**src/rtl/scan_dump_seq.sv**
```systemverilog
// Scan dump sequencer: freezes the DUT functional clock and shifts the DUT
// scan chain out, one bit per cycle, into a SIPO buffer. Each buffer word
// is requested, filled and committed through a write-op handshake. The
// functional clock is restored when all words are committed or when a
// handshake times out.
module scan_dump_seq #(
   parameter int CHAIN_LEN = 256,
   parameter int WORD_W    = 32,
   parameter int TIMEOUT   = 64
) (
   input  logic       clk,
   input  logic       reset,
   input  logic       start,
   output logic       busy,
   output logic       done,
   output logic       err,
   output logic       dut_clk_en,
   output logic       scan_en,
   input  logic       scan_out,
   output logic       buf_sin,
   output logic       buf_val_op,
   output logic       buf_op,
   input  logic       buf_op_ack,
   input  logic       buf_op_commit,
   input  logic       buf_scaning,
   output logic [6:0] word_cnt
);

   localparam int NWORDS   = (CHAIN_LEN + WORD_W - 1) / WORD_W;
   localparam int LASTBITS = CHAIN_LEN - (NWORDS - 1) * WORD_W;

   localparam logic [6:0] NWORDS_V  = 7'(NWORDS);
   localparam logic [6:0] TIMEOUT_V = 7'(TIMEOUT);
   localparam logic [5:0] FULL_W    = 6'(WORD_W);
   localparam logic [5:0] LAST_W    = 6'(LASTBITS);

   localparam logic [2:0] S_IDLE   = 3'd0;
   localparam logic [2:0] S_FREEZE = 3'd1;
   localparam logic [2:0] S_REQ    = 3'd2;
   localparam logic [2:0] S_SHIFT  = 3'd3;
   localparam logic [2:0] S_COMMIT = 3'd4;
   localparam logic [2:0] S_DONE   = 3'd5;
   localparam logic [2:0] S_ERR    = 3'd6;

   logic [2:0] state_reg;
   logic [2:0] state_next;
   logic [5:0] bit_cnt_reg;
   logic [6:0] word_cnt_reg;
   logic [6:0] tmo_cnt_reg;
   logic       err_reg;
   logic       scaning_prev_reg;

   logic       last_word;
   logic [5:0] wbits;
   logic       scaning_fall;
   logic       tmo_hit;
   logic       word_final;

   // Bits to shift for the current word; only the last word may be short,
   // the buffer keeps shifting its full window and receives zeros as padding.
   assign last_word    = (word_cnt_reg == NWORDS_V - 7'd1);
   assign wbits        = last_word ? LAST_W : FULL_W;
   assign scan_en      = (state_reg == S_SHIFT) && buf_scaning && (bit_cnt_reg < wbits);
   assign scaning_fall = (state_reg == S_SHIFT) && scaning_prev_reg && !buf_scaning;
   assign tmo_hit      = (tmo_cnt_reg == TIMEOUT_V);
   assign word_final   = ((word_cnt_reg + 7'd1) == NWORDS_V);

   assign busy       = (state_reg != S_IDLE);
   assign done       = (state_reg == S_DONE);
   assign err        = err_reg;
   assign dut_clk_en = !((state_reg == S_FREEZE) || (state_reg == S_REQ) ||
                         (state_reg == S_SHIFT)  || (state_reg == S_COMMIT));
   assign buf_sin    = scan_en ? scan_out : 1'b0;
   assign buf_val_op = (state_reg == S_REQ);
   assign buf_op     = 1'b0;
   assign word_cnt   = word_cnt_reg;

   // Next-state selection; handshakes are sampled only in their own state.
   always_comb begin
      state_next = state_reg;
      case (state_reg)
         S_IDLE:   if (start) state_next = S_FREEZE;
         S_FREEZE: state_next = S_REQ;
         S_REQ: begin
            if (buf_op_ack)   state_next = S_SHIFT;
            else if (tmo_hit) state_next = S_ERR;
         end
         S_SHIFT:  if (scaning_fall) state_next = S_COMMIT;
         S_COMMIT: begin
            if (buf_op_commit) state_next = word_final ? S_DONE : S_REQ;
            else if (tmo_hit)  state_next = S_ERR;
         end
         S_DONE:   state_next = S_IDLE;
         S_ERR:    state_next = S_IDLE;
         default:  state_next = S_IDLE;
      endcase
   end

   // State, counters and sticky error flag.
   always_ff @(posedge clk) begin
      if (reset) begin
         state_reg        <= S_IDLE;
         bit_cnt_reg      <= 6'd0;
         word_cnt_reg     <= 7'd0;
         tmo_cnt_reg      <= 7'd0;
         err_reg          <= 1'b0;
         scaning_prev_reg <= 1'b0;
      end else begin
         state_reg <= state_next;

         // Handshake watchdog restarts on every state change.
         if (state_next != state_reg)
            tmo_cnt_reg <= 7'd0;
         else if ((state_reg == S_REQ) || (state_reg == S_COMMIT))
            tmo_cnt_reg <= tmo_cnt_reg + 7'd1;

         if ((state_reg == S_IDLE) && start)
            bit_cnt_reg <= 6'd0;
         else if ((state_reg == S_SHIFT) && (state_next != S_SHIFT))
            bit_cnt_reg <= 6'd0;
         else if (scan_en)
            bit_cnt_reg <= bit_cnt_reg + 6'd1;

         if ((state_reg == S_IDLE) && start)
            word_cnt_reg <= 7'd0;
         else if ((state_reg == S_COMMIT) && buf_op_commit)
            word_cnt_reg <= word_cnt_reg + 7'd1;

         if ((state_reg == S_IDLE) && start)
            err_reg <= 1'b0;
         else if ((state_next == S_ERR) && (state_reg != S_ERR))
            err_reg <= 1'b1;

         // Edge detector for the end of the buffer's shift window.
         scaning_prev_reg <= (state_reg == S_SHIFT) ? buf_scaning : 1'b0;
      end
   end

endmodule

```
**config.mk**
```make
export PLATFORM = sky130hd
export DESIGN_NAME = scan_dump_seq
export DESIGN_NICKNAME = d
export VERILOG_FILES = /design/src/rtl/scan_dump_seq.sv
export SDC_FILE = /design/constraint.sdc
export NUM_CORES = 1
export LEC_CHECK = 0
export ABC_AREA = 1
export ABC_CLOCK_PERIOD_IN_PS = 2600
export CORE_AREA = 2 2 55 57
export CTS_BUF_LIST = sky130_fd_sc_hd__clkbuf_2
export DETAILED_ROUTE_END_ITERATION = 6
export DIE_AREA = 0 0 57 59
export PLACE_DENSITY = 0.75
export SLEW_MARGIN = 20
export SYNTH_ARGS = -nofsm -noshare
export SYNTH_HDL_FRONTEND = slang
export SYNTH_SLANG_ARGS = --single-unit
```
**constraint.sdc**
```tcl
create_clock -name clk -period 2.6 [get_ports clk]
set_input_delay 0.52 -clock clk [delete_from_list [all_inputs] [get_ports clk]]
set_output_delay 0.52 -clock clk [all_outputs]
set_load 0.1 [all_outputs]
```
==> flow_summary_export.csv <==
group,metric,value,unit
die,pin_count,22,
clocking,ctsHoldBuffers,0,
final_layout,fin_nets,245,
power,powerDensity,446.8,nW/um2
sta,setup_viol,0,
sta,hold_viol_final,0,
clocking,cts_tree,"yes",
clocking,cts_setup_buffers,0,
route,num_vias,1271,
yosys,synth_area,1455,um2
worst_setup_path,crit_chain,"inv_4 > nand3_2 > o21ai_0 > inv_1 > nand3_1 > inv_1 > buf_12",
route,wl,2599,um
die,die_x,57,um
sta,timing.fmax,444.0,MHz
final_layout,area_growth,18.49,%
global_routing,grt_pass1_vias,1166,
die,die-area,3363,um2
route,first_pass_iters,4,
die,floorplan.initialDensity,53.69,%
clocking,numCtsBuffers,3,
final_layout,layout_commonest_cell,"inv_1",
global_routing,grt_max_degree,15,
global_routing,grt_pass1_wl,4698,um
sta,min_period,2.252,ns
clocking,clk_pin_slew,0.27,ns
clocking,clock-sinks,25,
sta,fin_skew,0.03929,ns
route,avgRoutedWirePerCell,9.845,um
sta,timing.hold.ws,0.4718,ns
power,total_power,0.7704,mW
final_layout,final_cell_mix,"inv_1, nand2_1, dfxtp_1, nor2_1, nand3_1",
placement,hpwl,2076,um
yosys,yosys_warnings,0,
sta,setup_ws,0.3476,ns
global_routing,grt.met2_usage,29.89,%
final_layout,drive_gt1_share,18.88,%
worst_setup_path,end_kind,"output pin",
yosys,synth_cell_types,34,
worst_hold_path,min_path_type,"reg -> reg",
placement,place_congestion,0.8269,
worst_setup_path,crit_path_max_fanout,6,
clocking,clk_latency,0.36,ns
clocking,cts-resized-gates,0,
sta,setup_tns,0,ns
flow_run,drv_cap,0,
global_routing,antenna_found_initial,0,
clocking,clockRootBuffer,"clkbuf_2",
placement,dp_slack,0.4567,ns
worst_setup_path,reg2reg_slack,0.76,ns
power,ir_drop,0.0004855,V
route,viasPerCell,4.814,
worst_setup_path,crit_top_cell,"inv_1",
clocking,h-tree-depth,1,
worst_setup_path,cp_slowest_cell,"dfxtp_1",
worst_setup_path,arrival,1.73,ns
global_routing,top_usage_layer,"met2",
worst_setup_path,critPathKind,"reg -> out",
die,die_y,59,um
yosys,syn_inst,209,
die,row_count,19,
sta,rsz0062_at_grt,"false",
yosys,syn_nets,220,
final_layout,antenna_cells,0,
sta,period_share,86.63,%
route,drt_iter0_drc,35,
yosys,ys_seq_area_share,34.39,%
worst_setup_path,critPathRequiredTime,2.08,ns
yosys,ys_ff_latch,25,
placement,numPortBuffers,20,
global_routing,grt_use_total,17.38,%
status,status,"complete, no violations",
sta,drv_slew,0,
worst_setup_path,start_kind,"flip-flop",
clocking,clk_path_buf_depth,2,
route,final_antenna_net_count,0,
power,leakagePower,0.8188,nW
worst_setup_path,max_stage_delay,0.55,ns
global_routing,grt.overflow.total,0,
yosys,synth_area_per_cell,6.962,um2
global_routing,met1_usage,22.37,%
die,core_area,2710,um2
global_routing,met3_usage,4.148,%
route,drc_errors,0,
-- layout make-up --
| class | count | area (um2) |
|---|---|---|
| fill | 265 | 985.9 |
| tap | 31 | 38.79 |
| timing repair buffer | 21 | 210.2 |
| inverter | 45 | 171.4 |
| sequential | 25 | 500.5 |
| multi-input combinational | 138 | 783.3 |
| clock buffer | 3 | 15.01 |
| clock inverter | 1 | 5.005 |
-- power by group --
part / switching, mW / internal (mW) / leakage (nW) / total, mW
logic: 0.156 / 0.0644 / 0.601 / 0.221
clock network: 0.119 / 0.0348 / 0.0164 / 0.154
registers: 0.00604 / 0.390 / 0.202 / 0.396
-- metrics by stage --
step           cell area (um2)  util [%]  instances
2_1_floorplan             1463         -        209
3_3_place_gp              1704     62.88        260
3_5_place_dp              1704     62.88        260
4_1_cts                   1724     63.62        264
5_1_grt                   1724     63.62        264
6_report                  1724     63.62        264
-- cell families (layout without fill, tap and decap cells) --
group / count (synthesis) / count (layout) / share of synthesized area (%)
buffers and inverters: 46 / 70 / 12.30
XOR/XNOR: 7 / 7 / 4.213
other: 1 / 1 / 0.2577
adder cells (fa/ha/maj): 4 / 4 / 3.440
AND/OR/NAND/NOR: 99 / 99 / 34.82
flip-flops: 25 / 25 / 34.39
AO/OA/AOI/OAI: 27 / 27 / 10.58
-- synthesized netlist by cell type --
library cell | instances | area share [%]
a211oi_1 | 1 | 0.52
a21oi_1 | 9 | 3.1
a21oi_2 | 1 | 0.60
a31oi_1 | 3 | 1.3
buf_4 | 1 | 0.52
clkinv_1 | 1 | 0.26
conb_1 | 1 | 0.26
dfxtp_1 | 25 | 34
ha_1 | 4 | 3.4
inv_1 | 37 | 9.5
inv_2 | 6 | 1.5
inv_4 | 1 | 0.43
nand2_1 | 36 | 9.3
nand2_2 | 3 | 1.3
nand2_4 | 3 | 2.3
nand3_1 | 15 | 5.2
nand3_2 | 1 | 0.69
nand3b_1 | 1 | 0.52
nand4_1 | 3 | 1.3
nor2_1 | 25 | 6.4
nor2_2 | 2 | 0.86
nor2_4 | 2 | 1.5
nor3_1 | 2 | 0.69
nor3_2 | 1 | 0.69
nor3_4 | 2 | 2.2
nor3b_1 | 1 | 0.52
nor3b_2 | 1 | 0.86
o2111ai_1 | 1 | 0.60
o21ai_0 | 8 | 2.8
o21ai_1 | 2 | 0.69
o21bai_1 | 2 | 1.0
or2_2 | 1 | 0.43
xnor2_1 | 1 | 0.60
xor2_1 | 6 | 3.6
-- path summary, 6_finish.rpt --
kind,start,end,depth (start not counted)
max reg2reg,word_cnt[0]$_SDFFE_PP0P_,tmo_cnt_reg[2]$_SDFFE_PP0P_,13
min reg2reg,err$_SDFFE_PP0P_,err$_SDFFE_PP0P_,2
max,state_reg[2]$_SDFF_PP0_,dut_clk_en,7
min,err$_SDFFE_PP0P_,err$_SDFFE_PP0P_,2
-- layer usage --
layer | wire [um] | vias up | part of all wire [%]
li1 | - | 701 | -
met1 | 1293 | 546 | 50
met2 | 1182 | 22 | 45
met3 | 104 | 2 | 4.0
met4 | 18 | 0 | 0.69
met5 | 0 | - | 0
-- worst max-delay path: cells and delay by family, from the launching register on --
kind	cells	cell delay, ns
buf+inv	4	0.48
flops	1	0.55
compound gates	1	0.11
simple gates	2	0.23
Note: power is estimated with default switching activity, not from simulation.
